### config.mk
export PLATFORM = sky130hd
export DESIGN_NAME = instr_sequencer_flat
export DESIGN_NICKNAME = d
export VERILOG_FILES = /design/src/rtl/proc_defs_pkg.sv /design/src/rtl/instr_sequencer_if.sv /design/src/rtl/instr_sequencer_prog_store.sv /design/src/rtl/instr_sequencer.sv /design/src/flat_wrapper.sv
export SDC_FILE = /design/constraint.sdc
export NUM_CORES = 1
export LEC_CHECK = 0
export ABC_CLOCK_PERIOD_IN_PS = 5700
export CAP_MARGIN = 15
export CORE_MARGIN = 4
export CORE_UTILIZATION = 55
export DETAILED_ROUTE_END_ITERATION = 10
export PLACE_DENSITY_LB_ADDON = 0.12
export SKIP_CTS_REPAIR_TIMING = 1
export SLEW_MARGIN = 25
export SYNTH_ARGS = -nofsm -noshare
export SYNTH_HDL_FRONTEND = slang
export SYNTH_HIERARCHICAL = 1
export SYNTH_SLANG_ARGS = --single-unit
### constraint.sdc
create_clock -name clk -period 5.7 [get_ports clk]
set_input_delay 1.14 -clock clk [delete_from_list [all_inputs] [get_ports clk]]
set_output_delay 1.14 -clock clk [all_outputs]
set_load 0.01 [all_outputs]
### src/rtl/proc_defs_pkg.sv
// Shared definitions for the accumulator core tool chain: opcodes, register
// indices, the filler instruction word and the sequencer state encoding.
package proc_defs;
  localparam logic [1:0] OP_IN  = 2'b00;
  localparam logic [1:0] OP_ADD = 2'b01;
  localparam logic [1:0] OP_MOV = 2'b10;
  localparam logic [1:0] OP_OUT = 2'b11;

  localparam logic [2:0] REG_A = 3'd0;
  localparam logic [2:0] REG_B = 3'd1;
  localparam logic [2:0] REG_C = 3'd2;
  localparam logic [2:0] REG_D = 3'd3;
  localparam logic [2:0] REG_E = 3'd4;
  localparam logic [2:0] REG_F = 3'd5;
  localparam logic [2:0] REG_G = 3'd6;
  localparam logic [2:0] REG_H = 3'd7;

  // MOV B,B: touches no architectural state and leaves the output bus undriven
  localparam logic [7:0] IDLE_INSTR = 8'h89;

  typedef enum logic [1:0] {
    S_IDLE  = 2'd0,
    S_RUN   = 2'd1,
    S_STALL = 2'd2,
    S_DONE  = 2'd3
  } seq_state_e;

  function automatic logic [1:0] op_of(input logic [7:0] word);
    return word[7:6];
  endfunction
endpackage

### src/rtl/instr_sequencer_if.sv
// Program-load, control, operand-stream and core-facing signals of the sequencer.
interface instr_sequencer_if #(parameter int AW = 4);
  logic          prog_we;
  logic [AW-1:0] prog_addr;
  logic [7:0]    prog_data;
  logic [AW:0]   prog_len;
  logic          start;
  logic          halt;
  logic          op_valid;
  logic [7:0]    op_data;
  logic          op_ready;
  logic [7:0]    instr;
  logic [7:0]    data_out;
  logic          issue;
  logic [AW-1:0] pc;
  logic          busy;
  logic          done;

  modport master (
    output prog_we, prog_addr, prog_data, prog_len, start, halt, op_valid, op_data,
    input  op_ready, instr, data_out, issue, pc, busy, done
  );

  modport slave (
    input  prog_we, prog_addr, prog_data, prog_len, start, halt, op_valid, op_data,
    output op_ready, instr, data_out, issue, pc, busy, done
  );
endinterface

### src/rtl/instr_sequencer_prog_store.sv
// Program store: register array with one synchronous write port and one
// asynchronous read port; contents survive reset.
module prog_store #(
  parameter int DEPTH = 16,
  parameter int AW    = 4
) (
  input  logic          clk,
  input  logic          we,
  input  logic [AW-1:0] waddr,
  input  logic [7:0]    wdata,
  input  logic [AW-1:0] raddr,
  output logic [7:0]    rdata
);
  logic [7:0] mem [DEPTH];

  always_ff @(posedge clk) begin
    if (we) mem[waddr] <= wdata;
  end

  assign rdata = mem[raddr];
endmodule

### src/rtl/instr_sequencer.sv
// Program sequencer for the accumulator core: steps a PC through the program
// store, issues one word per cycle and stalls IN words until an operand arrives.
module instr_sequencer
  import proc_defs::*;
#(
  parameter int         DEPTH    = 16,
  parameter int         AW       = 4,
  parameter logic [7:0] FILL_INSTR = IDLE_INSTR
) (
  input  logic              clk,
  input  logic              rst_n,
  instr_sequencer_if.slave  sif
);
  localparam logic [AW:0] DEPTH_W = (AW+1)'(DEPTH);

  seq_state_e    state, state_n;
  logic [AW-1:0] pc_q, pc_n;
  logic [AW:0]   len_q, len_n;
  logic [7:0]    instr_q, instr_n;
  logic [7:0]    data_q, data_n;
  logic          issue_q, issue_n;
  logic          mem_we;
  logic [7:0]    w;
  logic          w_in, busy, last;

  prog_store #(.DEPTH(DEPTH), .AW(AW)) u_store (
    .clk   (clk),
    .we    (mem_we),
    .waddr (sif.prog_addr),
    .wdata (sif.prog_data),
    .raddr (pc_q),
    .rdata (w)
  );

  assign busy = (state == S_RUN) || (state == S_STALL);
  assign w_in = (op_of(w) == OP_IN);
  assign last = ({1'b0, pc_q} == (len_q - 1'b1));

  always_ff @(posedge clk) begin
    if (!rst_n) begin
      state   <= S_IDLE;
      pc_q    <= '0;
      len_q   <= '0;
      instr_q <= FILL_INSTR;
      data_q  <= '0;
      issue_q <= 1'b0;
    end else begin
      state   <= state_n;
      pc_q    <= pc_n;
      len_q   <= len_n;
      instr_q <= instr_n;
      data_q  <= data_n;
      issue_q <= issue_n;
    end
  end

  always_comb begin
    state_n = state;
    pc_n    = pc_q;
    len_n   = len_q;
    instr_n = FILL_INSTR;
    data_n  = data_q;
    issue_n = 1'b0;
    mem_we  = 1'b0;
    unique case (state)
      S_IDLE, S_DONE: begin
        // A write on the start edge lands before the first fetch reads it
        mem_we = sif.prog_we & rst_n;
        if (sif.halt) begin
          state_n = S_IDLE;
        end else if (sif.start) begin
          len_n   = (sif.prog_len > DEPTH_W) ? DEPTH_W : sif.prog_len;
          pc_n    = '0;
          state_n = (sif.prog_len == '0) ? S_DONE : S_RUN;
        end else if (sif.prog_we) begin
          state_n = S_IDLE;
        end
      end
      default: begin
        if (sif.halt) begin
          state_n = S_IDLE;
          pc_n    = '0;
        end else if (!w_in || sif.op_valid) begin
          instr_n = w;
          issue_n = 1'b1;
          if (w_in) data_n = sif.op_data;
          // pc parks on the last word rather than wrapping
          if (last) begin
            state_n = S_DONE;
          end else begin
            pc_n    = pc_q + 1'b1;
            state_n = S_RUN;
          end
        end else begin
          state_n = S_STALL;
        end
      end
    endcase
  end

  assign sif.op_ready = busy & w_in & ~sif.halt;
  assign sif.instr    = instr_q;
  assign sif.data_out = data_q;
  assign sif.issue    = issue_q;
  assign sif.pc       = pc_q;
  assign sif.busy     = busy;
  assign sif.done     = (state == S_DONE);
endmodule

### src/flat_wrapper.sv
// flat-port wrapper written by rule: the top's interface ports become plain ports
module instr_sequencer_flat import proc_defs::*;
#(
  parameter int         DEPTH    = 16,
  parameter int         AW       = 4,
  parameter logic [7:0] FILL_INSTR = IDLE_INSTR
)
  (clk, rst_n, sif_prog_we, sif_prog_addr, sif_prog_data, sif_prog_len, sif_start, sif_halt, sif_op_valid, sif_op_data, sif_op_ready, sif_instr, sif_data_out, sif_issue, sif_pc, sif_busy, sif_done);
  instr_sequencer_if #(.AW(AW)) sif_i ();
  input  logic clk;
  input  logic rst_n;
  input wire logic [$bits(sif_i.prog_we)-1:0] sif_prog_we;
  input wire logic [$bits(sif_i.prog_addr)-1:0] sif_prog_addr;
  input wire logic [$bits(sif_i.prog_data)-1:0] sif_prog_data;
  input wire logic [$bits(sif_i.prog_len)-1:0] sif_prog_len;
  input wire logic [$bits(sif_i.start)-1:0] sif_start;
  input wire logic [$bits(sif_i.halt)-1:0] sif_halt;
  input wire logic [$bits(sif_i.op_valid)-1:0] sif_op_valid;
  input wire logic [$bits(sif_i.op_data)-1:0] sif_op_data;
  output wire logic [$bits(sif_i.op_ready)-1:0] sif_op_ready;
  output wire logic [$bits(sif_i.instr)-1:0] sif_instr;
  output wire logic [$bits(sif_i.data_out)-1:0] sif_data_out;
  output wire logic [$bits(sif_i.issue)-1:0] sif_issue;
  output wire logic [$bits(sif_i.pc)-1:0] sif_pc;
  output wire logic [$bits(sif_i.busy)-1:0] sif_busy;
  output wire logic [$bits(sif_i.done)-1:0] sif_done;
  assign sif_i.prog_we = sif_prog_we;
  assign sif_i.prog_addr = sif_prog_addr;
  assign sif_i.prog_data = sif_prog_data;
  assign sif_i.prog_len = sif_prog_len;
  assign sif_i.start = sif_start;
  assign sif_i.halt = sif_halt;
  assign sif_i.op_valid = sif_op_valid;
  assign sif_i.op_data = sif_op_data;
  assign sif_op_ready = sif_i.op_ready;
  assign sif_instr = sif_i.instr;
  assign sif_data_out = sif_i.data_out;
  assign sif_issue = sif_i.issue;
  assign sif_pc = sif_i.pc;
  assign sif_busy = sif_i.busy;
  assign sif_done = sif_i.done;
  instr_sequencer #(.DEPTH(DEPTH), .AW(AW), .FILL_INSTR(FILL_INSTR)) u_core (.clk(clk), .rst_n(rst_n), .sif(sif_i));
endmodule
== Word level (Yosys, flattened, before mapping) ==
Memories as Yosys holds them, arrays and structs flattened. A register that Yosys moved wholly into a read port is not among the register bits.
Index checks and enable logic that the tools add are counted.
Word-level totals
  word-level logic and storage cells: 59
  ROM bits: 0
  bits in registers: 28
  RAM bits: 128
  bits in latches: 0
  memories kept: 1
Memory list
  u_core.u_store.mem: words 16, bits a word 8, rd ports 1, clocked after Yosys merged registers in 1, write ports 1, line instr_sequencer_prog_store.sv:14  | logic [7:0] mem [DEPTH];
Operators by class
  add/sub/neg operators: 2
  shifts and indexed selects: 0
  divide/modulo/power cells: 0
  magnitude comparators: 1
  multiplexer cells: 21
  bitwise operators: 7
  equal/unequal tests: 8
  reduce and logical (&&, ||, !) cells: 13
  multiply operators: 0
Operators with widths (count)
  $mux 4: 8
  $mux 2: 8
  $reduce_and 4->1: 2
  $eq 4x5->1: 1
  $gt 5x5->1 const B: 1
  $logic_not 5->1: 1
  $mux 5: 1
  $reduce_or 5->1: 1
  $sub 5x1->5 const B: 1
  $add 4x1->4 const B: 1
  $eq 2x2->1 const B: 2
  $logic_not 2->1: 2
  $mux 1: 4
  $ne 2x2->1 const B: 2
  $ne 4x4->1 const B: 1
  $not 1->1: 4
  $reduce_or 4->1: 1
  $and 1x1->1: 3
  $ne 3x3->1 const B: 1
  $reduce_and 3->1: 1
  $reduce_bool 3->1: 1
  $eq 2x1->1 const B: 1
  $logic_or 1x1->1: 2
  $reduce_or 2->1: 1
  $logic_not 1->1: 1

== Depth between registers and ports, before layout ==
  depth after elaboration: 8
  gate-level depth with buffers: 10

== Modules after synthesis ==
Netlist, hierarchy kept.
By module, submodules not included
  prog_store: cells each 221, area each 4987.3 um2, sequential area each 3843.7 um2, instances 1
  instr_sequencer: cells each 149, area each 1310.0 um2, sequential area each 560.5 um2, instances 1

== Worst setup path after synthesis ==
No wires, ideal clock.
  kind: register to output
  start point: register, netlist name u_core/sif.pc[0]
  end point: output sif_op_ready
  path buffers: 2
  arrival: 1978 ps
  stages on the path, launching flop included: 7
  slack: 2582 ps
  data required time: 4560 ps
  path through: dfxtp_1 -> buf_6 -> buf_4 -> mux4_2 -> a22oi_1 -> nand2_1 -> nor3_4
RTL lines
  end, declared: line flat_wrapper.sv:20  | output wire logic [$bits(sif_i.op_ready)-1:0] sif_op_ready;

==> qor.csv <==
metric,value,unit
period utilization,79.1,%
Worst R2R Path Depth,7,
DR WL met2,5720,um
Root Driver,clkbuf_16,
Setup Crit Path Kind,reg2out,
hold path cells,2,
Metal-1 WL,5390,um
combinational share of power,6.6,%
Setup crit start kind,flop,
Crit path required time,4.56,ns
diode count,0,
RSZ-0062 raised after global routing,no,
Critical Path Fanout Max,25,
Pint,2060,uW
final core utilization,68.7,%
Syn Nets,405,
Reg power frac,48.9,%
Post-synth EDFFs,128,
status,"complete, no violations",
post-synthesis cell type count,44,
"area leader, netlist",edfxtp_1,
Die Wd,115,um
post-synthesis sequential area ratio,69.9,%
P_leak,0.00247,uW
htree depth,4,
met3 wire len,798,um
pre-CTS setup slack,1.67,ns
Final Hold Fails,0,
Port-buffer cells,54,
total grt overflow,0,
Final Max Tran Viols,0,
core area,11000,sq um
DR iter-0 viols,263,
synthesized area per cell,17.0,sq um
Area growth syn-to-layout,20.4,%
clk slew on worst S/H paths,0.06,ns
Max VDD drop,230,uV
Synth Instances,370,
Worst-Margin Slew,1.01,ns
Switching Power,523,uW
synth top area cells,"edfxtp_1 61%, dfxtp_1 8.9%, mux4_2 6.4%, mux4_1 5.8%, a22oi_1 1.9%",
Tmin final,4.51,ns
Yosys reg bits,156,
# nets final,467,
CTS tree,done,
clock buffer depth,2,
fmax,222,MHz
type of element capturing the critical path,output pin,
drt first pass iters,4,
die height,115,um
Skew-Pair Late Insertion Delay,0.41,ns
CTS buffer count,17,
num rows,38,
WL final,12100,um
highest metal used,met4,
relative max-transition margin,32.3,%
hpwl dp,8010,um
top_reg_cell synth,edfxtp_1,
I/O pin total,55,
WP data arrival,3.37,ns
Max Cap Violations,0,
post-synth design cell area,6300,sq um
antenna violations before repair,0,
Initial Utilization,57.1,%
sw frac,20.2,%
# setup viols final,0,
pin count of the biggest net entering global routing,28,
HP Class,reg2reg,
Post-synth ARST share,0,%
DIE AREA,13200,sq um
fillcell total,736,
share of layout cells above drive strength 1,13.9,%
Routed Antenna Nets,0,
global-route wire length before repair,19400,um
via count,3451,
Cell Pwr Density,341,nW/um^2
routed length per instance,20.8,um
GRT Resource Usage Total,19.9,%
Synth Warn #,6,
Clk network pwr share,44.5,%
drt drc,0,
Setup WS post-layout,1.19,ns
via/cell ratio,5.90,
Placer Congestion,0.770,
Total Power,2590,uW
number of global-route vias before repair,3492,
Clock Skews,0.00635,ns
CTS sink cnt,156,
Synth top area share,61.0,%
total negative slack,0,ns
## registers in the layout, indices dropped and copies added, names as in the netlist
| name | cells |
|---|---|
| u_core/u_store/mem | 128 |
| u_core/sif.data_out | 8 |
| u_core/sif.instr | 8 |
| u_core/len_q | 5 |
| u_core/sif.pc | 4 |
| u_core/state | 2 |
| u_core/sif.issue | 1 |
## metrics by stage
step / instances / cell area (sq um) / hold slack, ns
CTS: 585 / 7580 / 0.466
detailed placement: 553 / 6950 / 0.458
global route: 585 / 7580 / 0.497
global placement: 553 / 6940 / 0.451
floorplan: 370 / 6300 / 0.470
finish: 585 / 7580 / 0.461
## synth_stat cells, drive strengths merged (2+ instances only)
| cell type | instances |
|---|---|
| nor3b | 5 |
| edfxtp | 128 |
| dfxtp | 28 |
| clkbuf | 4 |
| xor2 | 2 |
| o211a | 2 |
| a21boi | 9 |
| clkdlybuf4s25 | 3 |
| a21oi | 7 |
| o211ai | 3 |
| nand2 | 27 |
| nor2 | 19 |
| inv | 5 |
| nand3 | 13 |
| nand2b | 6 |
| xnor2 | 3 |
| nand4 | 2 |
| nor3 | 10 |
| mux4 | 32 |
| nand4b | 4 |
| a22oi | 16 |
| o21ai | 5 |
| ha | 4 |
| nor2b | 6 |
| nand3b | 3 |
| and2 | 6 |
| buf | 10 |
## area by class of cell
cell class / count / area [sq um] / area share [%]
Clock inverter: 5 / 32.5 / 0.429
Inverter: 5 / 18.8 / 0.248
Timing Repair Buffer: 60 / 586 / 7.72
Sequential cell: 156 / 4410 / 58.1
Tap cell: 140 / 175 / 2.31
Multi-Input combinational cell: 192 / 1760 / 23.2
Clock buffer: 27 / 602 / 7.94
## per-layer routing
metal  track usage [%]  vias up
met2              30.3      124
li1                  -     1591
met3              4.26       21
met5                 0        -
met1              28.1     1715
met4              8.84        0
## power by group through the flow
stage	Sequential, uW	Clock, uW	Combinational, uW
after floorplan	1280	0	112
after global placement	1290	0	169
after detailed placement	1290	0	172
after CTS	1270	1170	173
after global routing	1270	1240	188
final	1260	1150	172
## path summary, 6_finish.rpt
kind / from / end / slack (ns)
min reg2reg: u_core/sif.data_out[7] / u_core/sif.data_out[7] / 0.46
max: u_core/sif.pc[0] / sif_op_ready / 1.19
min: u_core/sif.data_out[7] / u_core/sif.data_out[7] / 0.46
max reg2reg: u_core/sif.pc[0] / u_core/sif.pc[2] / 2.67
## cells by family (layout without fill, tap and decap cells)
group | count (synthesis) | after routing | share of synthesized area (%)
AO/OA/AOI/OAI | 44 | 44 | 4.91
XOR/XNOR | 5 | 5 | 0.696
adder cells (fa/ha/maj) | 4 | 4 | 0.795
buffers and inverters | 22 | 97 | 2.17
flip-flops | 156 | 156 | 69.9
multiplexers | 33 | 33 | 12.4
AND/OR/NAND/NOR | 106 | 106 | 9.06
## placed cells by master (no fill, tap or decap), types with 2 or more instances in the layout
cell | synthesis | final
nor2b_1 | 6 | 6
ha_1 | 4 | 4
dfxtp_1 | 28 | 27
nor3b_1 | 5 | 5
o211ai_1 | 3 | 3
clkbuf_16 | 0 | 23
mux4_1 | 14 | 14
o21ai_0 | 2 | 2
nor2_1 | 19 | 19
a21oi_1 | 7 | 7
nand3b_1 | 3 | 3
edfxtp_1 | 128 | 128
nand2b_1 | 5 | 5
nor3_1 | 9 | 8
nand4_1 | 2 | 2
nand2_1 | 26 | 26
nand4b_1 | 4 | 4
buf_4 | 1 | 6
nand3_1 | 13 | 13
and2_1 | 6 | 6
clkbuf_1 | 3 | 2
clkdlybuf4s50_1 | 0 | 54
a22oi_1 | 16 | 16
o211a_1 | 2 | 2
mux4_2 | 18 | 18
inv_4 | 0 | 3
xor2_1 | 2 | 2
inv_1 | 5 | 5
xnor2_1 | 3 | 3
a21boi_0 | 9 | 9
o21ai_1 | 2 | 2
## worst max-delay path: stages, from the launching register on
cell             delay (ns)
dfxtp_2                0.82
mux4_2                 0.59
a22oi_1                0.32
nand2_1                0.18
nor3_4                 0.41
clkdlybuf4s50_1        0.62
(Power assumes the default switching activity.)
